$ cat src/rtl/cdc_pkg.sv
// cdc_pkg: shared types and sizing helpers for the clka->clkb word-transfer path
package cdc_pkg;
  localparam int CDC_DW = 8;
  typedef enum logic [1:0] {IDLE, HOLD, GAP} state_t;
  function automatic int cnt_width(input int h, input int l);
    int m;
    m = h > l ? h : l;
    return m > 2 ? $clog2(m) : 1;
  endfunction
endpackage

$ cat src/rtl/cdc_tx_pacer_if.sv
// cdc_tx_pacer_if: upstream valid/ready stream plus the paced synchroniser-facing outputs
interface cdc_tx_pacer_if #(parameter int DW = 8, parameter int DEPTH = 4);
  localparam int LW = $clog2(DEPTH + 1);
  logic [DW-1:0] in_data;
  logic          in_valid;
  logic          in_ready;
  logic [DW-1:0] dataa;
  logic          new_dataa;
  logic [LW-1:0] level;
  logic          busy;
  modport master (output in_data, in_valid, input in_ready, dataa, new_dataa, level, busy);
  modport slave  (input in_data, in_valid, output in_ready, dataa, new_dataa, level, busy);
endinterface

$ cat src/rtl/cdc_tx_pacer_sync_fifo.sv
// sync_fifo: power-of-two word FIFO with combinational head read and occupancy count
module sync_fifo #(
  parameter int DW = 8,
  parameter int DEPTH = 4,
  localparam int AW = $clog2(DEPTH),
  localparam int LW = $clog2(DEPTH + 1)
) (
  input  logic          clk,
  input  logic          rst,
  input  logic          push,
  input  logic          pop,
  input  logic [DW-1:0] wdata,
  output logic [DW-1:0] rdata,
  output logic          full,
  output logic          empty,
  output logic [LW-1:0] level
);
  logic [DW-1:0] mem_q [DEPTH];
  logic [AW-1:0] wp_q, wp_d, rp_q, rp_d;
  logic [LW-1:0] lvl_q, lvl_d;
  logic wr, rd;
  assign full  = lvl_q == LW'(DEPTH);
  assign empty = lvl_q == '0;
  assign level = lvl_q;
  assign rdata = mem_q[rp_q];
  // a full FIFO refuses writes even when a pop frees a slot this cycle
  always_comb begin
    wr    = push && !full;
    rd    = pop && !empty;
    wp_d  = wr ? wp_q + 1'b1 : wp_q;
    rp_d  = rd ? rp_q + 1'b1 : rp_q;
    lvl_d = lvl_q + LW'(wr) - LW'(rd);
  end
  always_ff @(posedge clk or posedge rst)
    if (rst) begin
      wp_q  <= '0;
      rp_q  <= '0;
      lvl_q <= '0;
    end else begin
      wp_q  <= wp_d;
      rp_q  <= rp_d;
      lvl_q <= lvl_d;
    end
  always_ff @(posedge clk)
    if (wr) mem_q[wp_q] <= wdata;
endmodule

$ cat src/rtl/cdc_tx_pacer.sv
// cdc_tx_pacer: buffers a byte stream and re-emits each word with a stretched, gapped strobe
module cdc_tx_pacer import cdc_pkg::*; #(
  parameter int DW = CDC_DW,
  parameter int DEPTH = 4,
  parameter int HIGH_CYCLES = 4,
  parameter int LOW_CYCLES = 4
) (
  input logic clka,
  input logic rsta,
  cdc_tx_pacer_if.slave bus
);
  localparam int CW = cnt_width(HIGH_CYCLES, LOW_CYCLES);
  state_t        state_q, state_d;
  logic [CW-1:0] cnt_q, cnt_d;
  logic [DW-1:0] dataa_q, dataa_d, head;
  logic          new_q, new_d;
  logic          load, hold_end, gap_end, full, empty;
  sync_fifo #(.DW(DW), .DEPTH(DEPTH)) u_fifo (
    .clk(clka), .rst(rsta), .push(bus.in_valid), .pop(load), .wdata(bus.in_data),
    .rdata(head), .full(full), .empty(empty), .level(bus.level)
  );
  // a word is loaded from IDLE or straight from an expired GAP for back-to-back pacing
  always_comb begin
    hold_end = state_q == HOLD && cnt_q == '0;
    gap_end  = state_q == GAP && cnt_q == '0;
    load     = !empty && (state_q == IDLE || gap_end);
    state_d  = load ? HOLD : hold_end ? GAP : gap_end ? IDLE : state_q;
    cnt_d    = load ? CW'(HIGH_CYCLES - 1) : hold_end ? CW'(LOW_CYCLES - 1) :
               cnt_q != '0 ? cnt_q - 1'b1 : cnt_q;
    dataa_d  = load ? head : dataa_q;
    new_d    = load || (new_q && !hold_end);
  end
  always_ff @(posedge clka or posedge rsta)
    if (rsta) begin
      state_q <= IDLE;
      cnt_q   <= '0;
      dataa_q <= '0;
      new_q   <= 1'b0;
    end else begin
      state_q <= state_d;
      cnt_q   <= cnt_d;
      dataa_q <= dataa_d;
      new_q   <= new_d;
    end
  assign bus.in_ready  = !full;
  assign bus.dataa     = dataa_q;
  assign bus.new_dataa = new_q;
  assign bus.busy      = state_q != IDLE || !empty;
endmodule

$ cat src/flat_wrapper.sv
// flat-port wrapper written by rule: the top's interface ports become plain ports
module cdc_tx_pacer_flat import cdc_pkg::*;
#(
  parameter int DW = CDC_DW,
  parameter int DEPTH = 4,
  parameter int HIGH_CYCLES = 4,
  parameter int LOW_CYCLES = 4
)
  (clka, rsta, bus_in_data, bus_in_valid, bus_in_ready, bus_dataa, bus_new_dataa, bus_level, bus_busy);
  cdc_tx_pacer_if #(.DW(DW), .DEPTH(DEPTH)) bus_i ();
  input logic clka;
  input logic rsta;
  input wire logic [$bits(bus_i.in_data)-1:0] bus_in_data;
  input wire logic [$bits(bus_i.in_valid)-1:0] bus_in_valid;
  output wire logic [$bits(bus_i.in_ready)-1:0] bus_in_ready;
  output wire logic [$bits(bus_i.dataa)-1:0] bus_dataa;
  output wire logic [$bits(bus_i.new_dataa)-1:0] bus_new_dataa;
  output wire logic [$bits(bus_i.level)-1:0] bus_level;
  output wire logic [$bits(bus_i.busy)-1:0] bus_busy;
  assign bus_i.in_data = bus_in_data;
  assign bus_i.in_valid = bus_in_valid;
  assign bus_in_ready = bus_i.in_ready;
  assign bus_dataa = bus_i.dataa;
  assign bus_new_dataa = bus_i.new_dataa;
  assign bus_level = bus_i.level;
  assign bus_busy = bus_i.busy;
  cdc_tx_pacer #(.DW(DW), .DEPTH(DEPTH), .HIGH_CYCLES(HIGH_CYCLES), .LOW_CYCLES(LOW_CYCLES)) u_core (.clka(clka), .rsta(rsta), .bus(bus_i));
endmodule
$ cat config.mk
export PLATFORM = sky130hd
export DESIGN_NAME = cdc_tx_pacer_flat
export DESIGN_NICKNAME = d
export VERILOG_FILES = /design/src/rtl/cdc_pkg.sv /design/src/rtl/cdc_tx_pacer_if.sv /design/src/rtl/cdc_tx_pacer_sync_fifo.sv /design/src/rtl/cdc_tx_pacer.sv /design/src/flat_wrapper.sv
export SDC_FILE = /design/constraint.sdc
export NUM_CORES = 1
export LEC_CHECK = 0
export CORE_AREA = 2 2 63 65
export CTS_CLUSTER_DIAMETER = 100
export DETAILED_ROUTE_END_ITERATION = 6
export DIE_AREA = 0 0 65 67
export PLACE_DENSITY = 0.92
export SKIP_CTS_REPAIR_TIMING = 1
export SYNTH_ARGS = -nofsm -noshare
export SYNTH_HDL_FRONTEND = slang
export SYNTH_SLANG_ARGS = --single-unit
$ cat constraint.sdc
create_clock -name clka -period 5.3 [get_ports clka]
set_clock_uncertainty 0.2 [all_clocks]
set_input_delay 1.59 -clock clka [delete_from_list [all_inputs] [get_ports clka]]
set_output_delay 1.59 -clock clka [all_outputs]
set_load 0.02 [all_outputs]
Word level (Yosys, flattened, before mapping)
Memories as Yosys holds them, arrays and structs flattened. A register that Yosys moved wholly into a read port is not among the register bits.
Index checks and enable logic that the tools add are counted.
- register bits after elaboration: 12
- memory bits (writable): 32
- bits of input ports: 11
- output and inout port bits: 14
- logic and storage cells: 42
- memories kept: 1
- add/sub/neg operators: 5
- eq/ne operators: 3
- mux-type cells: 8
- reduce and logical (&&, ||, !) cells: 19
- memories (name ; words ; width ; rd ports ; clocked after memory_dff ; wr ports ; RTL line ; RTL):
    u_core.u_fifo.mem_q ; 4 ; 8 ; 1 ; 1 ; 1 ; cdc_tx_pacer_sync_fifo.sv:18 ; logic [DW-1:0] mem_q [DEPTH];
- operators with widths (kind ; number):
    $mux 2 ; 6
    $logic_and 1x1->1 ; 6
    $reduce_bool 3->1 ; 2
    $add 2x1->2 const B ; 2
    $logic_not 2->1 ; 2
    $reduce_bool 2->1 ; 2
    $add 3x1->3 ; 1
    $eq 3x3->1 const B ; 1
    $logic_not 1->1 ; 3
    $logic_not 3->1 ; 1
    $logic_or 1x1->1 ; 3
    $sub 3x1->3 ; 1
    $eq 2x1->1 const B ; 1
    $eq 2x2->1 const B ; 1
    $mux 1 ; 2
    $sub 2x1->2 const B ; 1

Logic depth before layout (Yosys ltp)
- depth after elaboration: 6
- gate-level depth with buffers: 12

Modules after synthesis
Synthesis repeated with hierarchy kept, for this count alone.
- cell total of the unflattened synthesis: 135
- area total of the unflattened synthesis: 2250.9 um^2
- by module, submodules not included (module ; instances ; cells each ; area each (um^2) ; sequential area each (um^2)):
    sync_fifo ; 1 ; 84 ; 1626.6 ; 1136.1
    cdc_tx_pacer ; 1 ; 51 ; 624.3 ; 325.3

Least setup slack after synthesis
Ideal clock, no wire load.
- path type: input-to-reg
- start point: in bus_in_valid
- end point: reg u_core.u_fifo.lvl_q[2] (netlist: u_core.u_fifo.level[2])
- arrival: 2.876 ns
- data required time: 4.966 ns
- slack: 2.090 ns
- cell stages on the path: 9
- path buffers: 0
- cells stage by stage: and2_4 -> inv_1 -> ha_1 -> inv_1 -> ha_1 -> inv_1 -> fa_1 -> xnor2_1 -> xnor2_1
- word-level cells in the longest chain between the ends: 3
- ends and longest elaborated chain (element ; RTL line ; RTL):
    start: declaration ; flat_wrapper.sv:14 ; input wire logic [$bits(bus_i.in_valid)-1:0] bus_in_valid;
    $logic_and 1x1->1 ; cdc_tx_pacer_sync_fifo.sv:28 ; wr = push && !full;
    $add 3x1->3 ; cdc_tx_pacer_sync_fifo.sv:32 ; lvl_d = lvl_q + LW'(wr) - LW'(rd);
    $sub 3x1->3 ; cdc_tx_pacer_sync_fifo.sv:32 ;
    net u_core.u_fifo.lvl_d[2] ; cdc_tx_pacer_sync_fifo.sv:20 ; logic [LW-1:0] lvl_q, lvl_d;
    end signal: assignment ; cdc_tx_pacer_sync_fifo.sv:42 ; lvl_q <= lvl_d;
    end: declaration ; cdc_tx_pacer_sync_fifo.sv:20 ;
The timed path passes the listed nets, and every way through them passes these cells.
A chain may end at the register's enable or synchronous reset.

Worst setup path in the final report
- start point: reg u_core.u_fifo.lvl_q[1] (netlist: u_core.u_fifo.level[1])
- end point: out bus_in_ready
- word-level cells in the longest chain between the ends: 2
- ends and longest elaborated chain (element ; RTL line ; RTL):
    $eq 3x3->1 ; cdc_tx_pacer_sync_fifo.sv:22 ; assign full = lvl_q == LW'(DEPTH);
    $logic_not 1->1 ; cdc_tx_pacer.sv:45 ; assign bus.in_ready = !full;
    end: declaration ; flat_wrapper.sv:15 ; output wire logic [$bits(bus_i.in_ready)-1:0] bus_in_ready;
Every way passes these cells.

==> results.md <==
* Placer congestion estimate at 0.693
* Avg WL per Cell at ~18 um
* Sink Count at 52
* Period utilization at 66.7%
* Cell Pwr Density at ~600 nW/um2
* Hold path depth at 1
* Most frequent cell after synthesis: edfxtp_1
* Outcome: completed
* Worst Path Required at 3.51 ns
* P&R area growth vs syn at 18.3%
* Maxcap violations at 0
* Seq pwr share at roughly 45%
* Initial Util at 58.8%
* Port Buffer Count at 24
* Leakage at 0.000964 uW
* R2R cell count at 11
* Row count at 22
* CTS clk-pin slew, worst paths at 0.09 ns
* Die area at 4360 um2
* Worst-case clock buffer depth at 2
* Slew Viols, Final at 0
* Nets at 165
* Comb pwr share at 37.9%
* CTS tree: built
* Hold crit path type: register to register
* Drt first pass iters at 4
* CTS H-tree lvls at 2
* Ys async rst share at 38.5%
* Least-Margin Pin Slew at 0.771 ns
* Total CTS buffers at 5
* Post-synth EDFFs at 32
* Antenna Nets Post-Route at 0
* Clock Latency Late Sink at 0.29 ns
* Post-synth top area share at 45.3%
* Dpl cells at 187
* Synth top area cells: edfxtp_1, dfrtp_1, mux4_2
* Final setup viols at 0
* First-pass GRT wire length at 5490 um
* Share of layout cells above drive strength 1 at roughly 22%
* Crit-path max FO at 6
* RSZ-0062 raised after global routing: false
* Synthesized Nets at 137
* Sw Share at between 30 and 40%
* Final Hold Vio Count at 0
* Vias at 1068
* Slew headroom at between 40 and 50%
* Cell taking the most area after synthesis: edfxtp_1
* Core area at 3610 um2
* Number of distinct library cells after synthesis at 27
* Vias per Instance at 5.48
* Top FF cell, synth: edfxtp_1
* Hold path start: u_core.bus.dataa[3]$_DFFE_PP0P_
* Final setup margin at 1.77 ns
* Arrival time at the worst endpoint at 1.74 ns
* Switching power total at just under 500 uW
* Drt first-iter violations at 80
* Internal cell power at 1010 uW
* Crit start category: register
* Peak VDD IR at 0.000265 V
* Vias in the first global route at 1164
* Critical R2R Launch: u_core.cnt_q[0]$_DFFE_PP0P_
* Drt total wl at 3410 um
* Post-DP HPWL at 2430 um
* Setup Total Neg Slack at 0 ns
* Yosys warnings at 0
* Synth Instances at roughly 120
* Pre-CTS setup slack at about 1.5 ns
* Avg Cell Area, Syn at 18.0 um2
* Largest net degree at the start of global routing at 21
* Sequential-to-total area share from yosys stat at between 60% and 70%
* Fmax at around 0.28 GHz
* Synthesized area at 2120 um2
* Die width at 65 um
* CTS Root Cell: clkbuf_8
* CP Capture Type: output pin
* PnR Total Power at 1500 uW
* Initial antenna violation count at 0
* Setup slack, reg-to-reg at 2.35 ns
* Reg2reg end: u_core.u_fifo.level[2]$_DFF_PP0_
* Die height at between 60 and 70 um
* Setup CP Type: register to output pin
* Diodes inserted at 0
* Synth Register Bits at 52
* # fillers at 240
* # IOs at 25
* Gr usage total at 18.1%
* DRC viols at 0
* Crit path time final at 3.53 ns
* Most frequent cells after synthesis: edfxtp_1, dfrtp_1, inv_1, mux2_2, mux4_2
* Hold path endpoint: u_core.bus.dataa[3]$_DFFE_PP0P_
* Hold_ws at 0.312 ns
* Final cell count without fillers at 195
* Overflow after GRT at 0
* Clock Power Share at 17.2%
==> layout make-up <==
| type | instances | area [um2] | area share [%] |
|---|---|---|---|
| Timing Repair Buffer | 24 | 240 | 9.57 |
| Multi-Input combinational cell | 53 | 603 | 24.0 |
| Inverter | 10 | 37.5 | 1.50 |
| Tap cell | 48 | 60.1 | 2.39 |
| Sequential cell | 52 | 1460 | 58.2 |
| Clock buffer | 6 | 72.6 | 2.89 |
| Clock inverter | 2 | 35.0 | 1.40 |
==> power by group through the flow <==
stage	sequential (uW)	clock (uW)	combinational [uW]
6_report	674	258	570
5_1_grt	691	281	609
4_1_cts	676	262	579
3_5_place_dp	686	0	575
3_3_place_gp	671	0	535
2_1_floorplan	689	0	368
==> placed cells by master, fill, tap and decap left out, types with 2 or more instances in the layout <==
cell,synthesis,final
dfrtp_1,20,20
nand2b_1,3,3
edfxtp_1,32,32
xor2_1,2,2
o21ai_0,2,2
mux4_2,8,8
nand2_1,2,2
and3_2,4,4
ha_1,7,7
clkdlybuf4s50_1,0,24
clkbuf_8,0,5
inv_1,10,10
mux2_2,8,8
xnor2_1,3,3
a21o_1,2,2
==> how the worst max path moves through the flow <==
stage / startpoint / end / slack [ns]
after detailed placement: bus_in_valid / u_core.u_fifo.level[2]$_DFF_PP0_ / 1.47
after floorplan: bus_in_valid / u_core.u_fifo.level[2]$_DFF_PP0_ / 2.09
after global placement: bus_in_valid / u_core.u_fifo.level[2]$_DFF_PP0_ / 1.55
after CTS: u_core.u_fifo.level[1]$_DFF_PP0_ / bus_busy / 1.75
after global routing: bus_in_valid / u_core.u_fifo.level[2]$_DFF_PP0_ / 1.66
final: u_core.u_fifo.level[1]$_DFF_PP0_ / bus_in_ready / 1.77
==> through the flow <==
stage               util, %  cell area [um2]
CTS                    69.6             2510
finish                 69.6             2510
detailed placement     66.6             2400
global route           69.6             2510
floorplan                 -             2120
global placement       66.6             2400
==> kinds of logic after synthesis <==
group | Yosys count | share of synthesized area [%]
flops | 52 | 68.9
mux | 17 | 13.5
simple gates | 17 | 5.96
buf+inv | 13 | 2.65
fa+ha+maj | 8 | 5.07
compound gates | 6 | 1.89
xor+xnor | 5 | 2.07
==> registers in the layout, summed over array words and instances, names as in the netlist <==
name / cells
u_core.state_q: 2
u_core.bus.dataa: 8
u_core.u_fifo.level: 3
u_core.u_fifo.rp_q: 2
u_core.bus.new_dataa: 1
u_core.u_fifo.wp_q: 2
u_core.u_fifo.mem_q: 32
u_core.cnt_q: 2
==> worst max-delay path, cell delays in order, from the launching register on <==
cell	delay (ns)
dfrtp_1	0.47
or3b_4	0.43
clkdlybuf4s50_1	0.55
==> routing by layer <==
metal  routed length (um)  GRT usage (%)
met5                    0              0
met4                   50           8.24
met3                  154           5.57
met2                 1910           33.5
met1                 1300           18.7
No activity file was read; power rests on OpenSTA's default activity.
